===== src/rtl/tow_pkg.sv =====
// tow_pkg: shared constants and helpers for the tug-of-war score keeper.
//   - led_control codes as issued by the mc game controller
//   - rope position constants (0 = left end, 6 = right end)
//   - winner encoding and small LED / score helper functions
package tow_pkg;

  localparam logic [2:0] LC_DARK    = 3'b000;
  localparam logic [2:0] LC_RESET   = 3'b001;
  localparam logic [2:0] LC_ALL     = 3'b010;
  localparam logic [2:0] LC_SCORE   = 3'b011;
  localparam logic [2:0] LC_FAKE    = 3'b100;
  localparam logic [2:0] LC_SPEED   = 3'b110;
  localparam logic [2:0] LC_VICTORY = 3'b111;

  localparam logic [2:0] POS_LEFT   = 3'd0;
  localparam logic [2:0] POS_CENTRE = 3'd3;
  localparam logic [2:0] POS_RIGHT  = 3'd6;

  typedef enum logic [1:0] {
    NONE  = 2'd0,
    LEFT  = 2'd1,
    RIGHT = 2'd2
  } winner_t;

  // End LED belonging to a side (bit 0 = left end).
  function automatic logic [6:0] end_led(input winner_t w);
    case (w)
      LEFT:    return 7'b0000001;
      RIGHT:   return 7'b1000000;
      default: return 7'b0000000;
    endcase
  endfunction

  // Half of the bar belonging to a side, used for the victory display.
  function automatic logic [6:0] half_led(input winner_t w);
    case (w)
      LEFT:    return 7'b0000111;
      RIGHT:   return 7'b1110000;
      default: return 7'b0000000;
    endcase
  endfunction

  // Score plus up to two single-point awards, saturating at 3.
  function automatic logic [1:0] score_add(input logic [1:0] s, input logic a, input logic b);
    logic [2:0] sum;
    sum = {1'b0, s} + {2'b00, a} + {2'b00, b};
    return (sum > 3'd3) ? 2'd3 : sum[1:0];
  endfunction

endpackage


===== src/rtl/tow_score_keeper_speed_counter.sv =====
// speed_counter: per-player press counter for the speed round.
// Ports:
//   clk, rst_n  - clock, asynchronous active-low reset
//   zero        - synchronous clear (has priority over everything else)
//   freeze      - hold the count (round decided or no speed round running)
//   press       - one-cycle button pulse
//   reached     - the count being loaded this cycle is >= SPEED_TARGET
// The counter is 4 bits and saturates at 15.
module speed_counter #(
  parameter int SPEED_TARGET = 10
) (
  input  logic clk,
  input  logic rst_n,
  input  logic zero,
  input  logic freeze,
  input  logic press,
  output logic reached
);

  localparam logic [3:0] TARGET = 4'(SPEED_TARGET);

  logic [3:0] count;
  logic [3:0] count_next;

  always_comb begin
    count_next = count;
    if (zero) begin
      count_next = 4'd0;
    end else if (!freeze && press && (count != 4'hf)) begin
      count_next = count + 4'd1;
    end
  end

  // Looking at the next value lets the top decide the race on the same
  // edge that registers the winning press, so the loser's later presses
  // are already frozen out.
  assign reached = (count_next >= TARGET);

  always_ff @(posedge clk or negedge rst_n) begin
    if (!rst_n) begin
      count <= 4'd0;
    end else begin
      count <= count_next;
    end
  end

endmodule


===== src/rtl/tow_score_keeper.sv =====
// tow_score_keeper: player-side companion of the mc game controller.
// Moves the rope, keeps round and speed-round tallies, drives the LED bar
// and returns the status flags mc sequences on.
// Ports:
//   clk, rst_n            - clock, asynchronous active-low reset
//   pbl, pbr              - left/right button pulses
//   slowen                - slow tick strobe
//   leds_on, clear, fake, speed_round, led_control[2:0] - from mc
//   leds[6:0]             - LED bar, bit 0 = left end
//   winrnd, winspeed      - round won / speed round decided (levels)
//   speed_exit            - one-cycle pulse ending the speed result display
//   Victory               - sticky game-won flag
//   score_l, score_r      - saturating round-win counts
// Build option: define TOW_FALSE_START_EN to make presses during the dark
// phase push the rope toward the opponent (and possibly win the round);
// without it, presses in the dark are ignored.
module tow_score_keeper #(
  parameter int SPEED_TARGET  = 10,
  parameter int WIN_ROUNDS    = 3,
  parameter int DISPLAY_TICKS = 4
) (
  input  logic       clk,
  input  logic       rst_n,
  input  logic       pbl,
  input  logic       pbr,
  input  logic       slowen,
  input  logic       leds_on,
  input  logic       clear,
  input  logic       fake,
  input  logic       speed_round,
  input  logic [2:0] led_control,
  output logic [6:0] leds,
  output logic       winrnd,
  output logic       winspeed,
  output logic       speed_exit,
  output logic       Victory,
  output logic [1:0] score_l,
  output logic [1:0] score_r
);
  import tow_pkg::*;

  localparam logic [7:0] DISP_LAST = 8'(DISPLAY_TICKS - 1);
  localparam logic [1:0] WIN_LIMIT = 2'(WIN_ROUNDS);

  logic [2:0] pos;
  logic [2:0] pos_next;
  winner_t    last_winner;
  logic       speed_round_q;
  logic       spd_l;
  logic       spd_r;
  logic       vic_phase;
  logic [7:0] disp_cnt;
  logic [6:0] leds_next;

  logic move_en;
  logic reversed;
  logic step_up;
  logic step_down;
  logic round_win_l;
  logic round_win_r;
  logic sr_rise;
  logic sr_fall;
  logic spd_freeze;
  logic reach_l;
  logic reach_r;
  logic speed_decide;
  logic spd_win_l;
  logic spd_win_r;

  // Which phases let buttons move the rope, and in which direction.
  always_comb begin
    move_en  = 1'b0;
    reversed = 1'b0;
    if (fake) begin
      move_en  = 1'b1;
      reversed = 1'b1;
    end else if (led_control == LC_SCORE) begin
      move_en = 1'b1;
`ifdef TOW_FALSE_START_EN
    end else if (led_control == LC_DARK) begin
      move_en  = 1'b1;
      reversed = 1'b1;
`endif
    end
  end

  // Simultaneous presses cancel out.
  assign step_up   = move_en && (pbl ^ pbr) && (reversed ? pbl : pbr);
  assign step_down = move_en && (pbl ^ pbr) && (reversed ? pbr : pbl);

  always_comb begin
    pos_next = pos;
    if (clear) begin
      pos_next = POS_CENTRE;
    end else if (!winrnd) begin
      if (step_up && (pos != POS_RIGHT)) begin
        pos_next = pos + 3'd1;
      end else if (step_down && (pos != POS_LEFT)) begin
        pos_next = pos - 3'd1;
      end
    end
  end

  // pos only reaches an end through a move, and that move sets winrnd,
  // so an end position with winrnd low only ever means a fresh win.
  assign round_win_l = !clear && !winrnd && (pos_next == POS_LEFT);
  assign round_win_r = !clear && !winrnd && (pos_next == POS_RIGHT);

  assign sr_rise    = speed_round && !speed_round_q;
  assign sr_fall    = !speed_round && speed_round_q;
  assign spd_freeze = winspeed || !speed_round;

  speed_counter #(.SPEED_TARGET(SPEED_TARGET)) u_cnt_l (
    .clk     (clk),
    .rst_n   (rst_n),
    .zero    (sr_rise),
    .freeze  (spd_freeze),
    .press   (pbl),
    .reached (reach_l)
  );

  speed_counter #(.SPEED_TARGET(SPEED_TARGET)) u_cnt_r (
    .clk     (clk),
    .rst_n   (rst_n),
    .zero    (sr_rise),
    .freeze  (spd_freeze),
    .press   (pbr),
    .reached (reach_r)
  );

  assign speed_decide = speed_round && !winspeed && (reach_l || reach_r);
  // A tie decides the round but awards nobody.
  assign spd_win_l    = speed_decide && reach_l && !reach_r;
  assign spd_win_r    = speed_decide && reach_r && !reach_l;

  always_comb begin
    leds_next = 7'd0;
    case (led_control)
      LC_DARK:    leds_next = 7'd0;
      LC_RESET:   leds_next = 7'b0001000;
      LC_ALL:     leds_next = 7'b1111111;
      LC_SCORE:   leds_next = clear ? end_led(last_winner) : (7'd1 << pos);
      LC_FAKE:    leds_next = 7'd1 << pos;
      LC_SPEED:   leds_next = (spd_l || spd_r) ? {spd_r, 5'd0, spd_l} : 7'b0001000;
      LC_VICTORY: leds_next = vic_phase ? 7'd0 : half_led(last_winner);
      default:    leds_next = 7'd0;
    endcase
    if (!leds_on) begin
      leds_next = 7'd0;
    end
  end

  always_ff @(posedge clk or negedge rst_n) begin
    if (!rst_n) begin
      pos           <= POS_CENTRE;
      winrnd        <= 1'b0;
      last_winner   <= NONE;
      score_l       <= 2'd0;
      score_r       <= 2'd0;
      speed_round_q <= 1'b0;
      winspeed      <= 1'b0;
      spd_l         <= 1'b0;
      spd_r         <= 1'b0;
      Victory       <= 1'b0;
      disp_cnt      <= 8'd0;
      speed_exit    <= 1'b0;
      vic_phase     <= 1'b0;
      leds          <= 7'd0;
    end else begin
      pos           <= pos_next;
      speed_round_q <= speed_round;
      leds          <= leds_next;

      if (clear) begin
        winrnd <= 1'b0;
      end else if (round_win_l || round_win_r) begin
        winrnd <= 1'b1;
      end

      score_l <= score_add(score_l, round_win_l, spd_win_l);
      score_r <= score_add(score_r, round_win_r, spd_win_r);

      if (round_win_l) begin
        last_winner <= LEFT;
      end else if (round_win_r) begin
        last_winner <= RIGHT;
      end else if (spd_win_l) begin
        last_winner <= LEFT;
      end else if (spd_win_r) begin
        last_winner <= RIGHT;
      end

      if (sr_fall) begin
        winspeed <= 1'b0;
      end else if (speed_decide) begin
        winspeed <= 1'b1;
      end

      // Speed result survives the end of speed_round so the display phase
      // can still show it; it is forgotten when the next speed round starts.
      if (sr_rise) begin
        spd_l <= 1'b0;
        spd_r <= 1'b0;
      end else if (speed_decide) begin
        spd_l <= reach_l;
        spd_r <= reach_r;
      end

      // Looks at the registered scores, hence one cycle behind them.
      Victory <= Victory || (score_l >= WIN_LIMIT) || (score_r >= WIN_LIMIT);

      if (led_control != LC_SPEED) begin
        disp_cnt   <= 8'd0;
        speed_exit <= 1'b0;
      end else if (!speed_round && slowen) begin
        if (disp_cnt == DISP_LAST) begin
          disp_cnt   <= 8'd0;
          speed_exit <= 1'b1;
        end else begin
          disp_cnt   <= disp_cnt + 8'd1;
          speed_exit <= 1'b0;
        end
      end else begin
        speed_exit <= 1'b0;
      end

      // Blink phase restarts lit each time the victory display is entered.
      if (led_control != LC_VICTORY) begin
        vic_phase <= 1'b0;
      end else if (slowen) begin
        vic_phase <= !vic_phase;
      end
    end
  end

endmodule


===== config.mk =====
export PLATFORM = sky130hd
export DESIGN_NAME = tow_score_keeper
export DESIGN_NICKNAME = d
export VERILOG_FILES = /design/src/rtl/tow_pkg.sv /design/src/rtl/tow_score_keeper_speed_counter.sv /design/src/rtl/tow_score_keeper.sv
export SDC_FILE = /design/constraint.sdc
export NUM_CORES = 1
export LEC_CHECK = 0
export BUFFER_PORTS_ARGS = -buffer_cell sky130_fd_sc_hd__buf_2
export CAP_MARGIN = 20
export CORE_UTILIZATION = 50
export DETAILED_ROUTE_END_ITERATION = 7
export PLACE_DENSITY = 0.7
export SYNTH_ARGS = -nofsm -noshare
export SYNTH_HDL_FRONTEND = slang
export SYNTH_SLANG_ARGS = --single-unit

===== constraint.sdc =====
create_clock -name clk -period 7.5 [get_ports clk]
set_input_delay 1.125 -clock clk [delete_from_list [all_inputs] [get_ports clk]]
set_output_delay 1.125 -clock clk [all_outputs]
set_load 0.01 [all_outputs]

==> run_results.csv <==
group,metric,value,unit
run_status,status,"finished, final reports clean",
logic_synthesis,ys_ff_latch,40,
sta,clock.fmax,309,MHz
finish,design_area,0.00265,sq mm
logic_synthesis,netlist_area,0.00242,sq mm
clock_network,postCtsSetupBuffers,0,
finish,instances_no_fill,335,
clock_network,insertion_delay,0.30,ns
power,leakage,1.22,nW
sta,maxSlewViolCount,0,
detailed_routing,drtIter0Drc,118,
worst_setup_path,crit_type,"in2reg",
min_path,min_to,"Victory$_DFF_PN0_",
floorplan,die_area,0.00513,sq mm
floorplan,die_y,71.6,um
power,p_total,0.524,mW
power,p_per_area,198,mW/mm^2
logic_synthesis,synth_edf_count,0,
detailed_routing,vias,1964,
grt,grt_pass1_vias,1962,
min_path,hold_start,"Victory$_DFF_PN0_",
floorplan,placementRows,24,
sta,clock_skew,0.00680,ns
clock_network,clockBufferDepth,2,
worst_setup_path,ff2ff_path_depth,9,
clock_network,cts_tree,"yes",
worst_setup_path,cp.depth,8,
clock_network,hold_buffers,0,
placement,globalplace.congestion,0.829,
grt,grt_max_degree,41,
min_path,holdPathStages,2,
sta,finalWorstSetupSlack,4.26,ns
worst_setup_path,cp.required,7.68,ns
detailed_routing,dr.pass1.iters,4,
worst_setup_path,endpoint_kind,"flip-flop",
logic_synthesis,yosysSeqAreaShare,41.4,%
logic_synthesis,synth_flop_cell,"dfrtp_1",
floorplan,io_pins,27,
logic_synthesis,synth_top_family_by_area,"simple AND/OR/NAND/NOR gates",
worst_setup_path,critPathBufInv,1,
clock_network,cts_resized,0,
clock_network,cts-htree-levels,2,
finish,mostFrequentLayoutCell,"dfrtp_1",
finish,most-common-layout-cells,"dfrtp_1 (38), buf_2 (26), nor2_1 (22), a21oi_1 (22), nand2_1 (19)",
clock_network,clk_pin_slew,0.08,ns
floorplan,core_area,0.00450,sq mm
logic_synthesis,syn_nets,280,
detailed_routing,drtAntennaViolNets,0,
worst_setup_path,rrSetupSlack,4.34,ns
logic_synthesis,syn_inst,257,
logic_synthesis,synth-compound-area-share,19.1,%
finish,num-nets-final,305,
placement,hpwl,3650,um
worst_setup_path,r2r_start,"pos[0]$_DFF_PN1_",
detailed_routing,drt-total-wl,4970,um
detailed_routing,vias_per_cell,5.86,
clock_network,cts_inserted_buffers,5,
grt,grt_pass1_wl,8790,um
placement,dp_cells,327,
sta,min_period,3.24,ns
logic_synthesis,synth_xor_area_share,3.98,%
finish,drive_gt1_share,16.6,%
worst_setup_path,critPathSlowestCell,"fa_1",
placement,dpl_worst_slack,3.94,ns
detailed_routing,wire_per_inst,14.8,um
grt,overflow,0,
power,vdd_drop_max,0.136,mV
sta,rsz0062_at_grt,"false",
clock_network,cts.sinks,40,
sta,tns,0,ns
logic_synthesis,synthMuxAreaShare,2.22,%
worst_setup_path,worstPathArrival,3.42,ns
logic_synthesis,async_flop_share,100,%
floorplan,dieWidth,71.6,um
logic_synthesis,ys_types,59,
clock_network,cts-root-buf,"clkbuf_8",
worst_setup_path,worstReg2RegEnd,"score_l[0]$_DFF_PN0_",
grt,grt_usage,22.0,%
finish,area_growth,9.45,%
sta,period_share,43.2,%
job,max-cap-violations,0,
min_path,hold_class,"reg2reg",
sta,slew_headroom,40.8,%
worst_setup_path,cpLargestDelayFamily,"simple AND/OR/NAND/NOR gates",
sta,worst_pin_slew,0.888,ns
sta,whs,0.486,ns
worst_setup_path,critPathLaunch,"fake",
sta,setup_viol,0,
logic_synthesis,synth_fa_ha_area_share,6.30,%
finish,post-route-util,58.9,%
placement,io_buffers,26,
worst_setup_path,cp-start-kind,"input pin",
sta,hold_viol_final,0,
logic_synthesis,syn_area_per_cell,9.43,sq um
worst_setup_path,slowest_delay,0.51,ns
floorplan,start_util,53.8,%
grt,antenna_found_initial,0,
detailed_routing,drc_errors,0,
logic_synthesis,yosys.area_share.simple,22.5,%
worst_setup_path,crit_path_max_fanout,7,
logic_synthesis,yosysWarnings,0,
finish,diodes,0,
worst_setup_path,worstPathCellList,"buf_2 > mux2i_2 > a2111oi_0 > o221ai_1 > or3b_1 > or3_1 > fa_1 > o21ai_0",
placement,post_dp_cell_area,0.00257,sq mm
[worst min-delay path, cell delays in order (launching register included)]
cell     delay [ns]
dfrtp_1        0.35
a21oi_1        0.04
o21ai_0        0.06
[flip-flops by register name (all words and copies together) (netlist names)]
| register | cells |
|---|---|
| Victory | 1 |
| disp_cnt | 8 |
| last_winner | 2 |
| leds | 7 |
| pos | 3 |
| score_l | 2 |
| score_r | 2 |
| spd_l | 1 |
| spd_r | 1 |
| speed_exit | 1 |
| speed_round_q | 1 |
| u_cnt_l.count | 4 |
| u_cnt_r.count | 4 |
| vic_phase | 1 |
| winrnd | 1 |
| winspeed | 1 |
[Yosys cell counts, types with 3 or more instances]
library cell	count	area share, %
a21oi_1	22	4.5
a22oi_1	3	0.93
and2_1	3	0.77
and3_1	5	1.3
and3b_1	3	1.1
buf_2	5	1.0
dfrtp_1	38	39
ha_1	9	4.6
inv_1	15	2.3
mux2i_1	4	1.7
nand2_1	19	2.9
nand2b_1	6	1.5
nand3_1	10	2.1
nand3b_1	3	0.93
nor2_1	22	3.4
nor2b_1	8	2.1
nor3_1	5	1.0
o211a_1	3	1.2
o21ai_0	11	2.3
o21ai_1	3	0.62
o22ai_1	3	0.77
or3_1	3	0.77
xnor2_1	7	2.5
xor2_1	4	1.4
[worst max path at each step]
| stage | endpoint | slack [ns] |
|---|---|---|
| 6_report | score_l[0]$_DFF_PN0_ | 4.26 |
| 3_5_place_dp | score_l[0]$_DFF_PN0_ | 3.94 |
| 5_1_grt | score_l[0]$_DFF_PN0_ | 4.12 |
| 3_3_place_gp | score_l[0]$_DFF_PN0_ | 4.02 |
| 2_1_floorplan | score_l[0]$_DFF_PN0_ | 4.18 |
| 4_1_cts | score_l[0]$_DFF_PN0_ | 4.26 |
[logic make-up (layout without fill, tap and decap cells)]
| family | Yosys count | after routing |
|---|---|---|
| XOR/XNOR | 11 | 11 |
| AO/OA/AOI/OAI | 68 | 68 |
| adder cells (fa/ha/maj) | 11 | 11 |
| multiplexers | 5 | 5 |
| buffers and inverters | 23 | 49 |
| flip-flops | 40 | 40 |
| AND/OR/NAND/NOR | 99 | 99 |
[area by class of cell]
cell class                      instances  area (sq um)
Timing Repair Buffer                   26           130
Clock inverter                          2          12.5
Multi-Input combinational cell        194          1310
Inverter                               15          56.3
Sequential cell                        40          1000
Fill cell                             414          1850
Tap cell                               52          65.1
Clock buffer                            6          72.6
[where the power goes]
group          internal [mW]  leakage (nW)  switching [mW]  total [mW]
combinational         0.0544         0.661          0.0730       0.127
sequential             0.235         0.515          0.0167       0.251
clock                 0.0651        0.0412          0.0803       0.145
total                  0.354          1.22           0.170       0.524
[layer usage]
metal	track usage (%)	routed length, um
met3	4.36	211
met4	9.59	81
met2	35.4	2310
met1	29.1	2360
met5	0	0
Power figures use the tool's default switching activity.
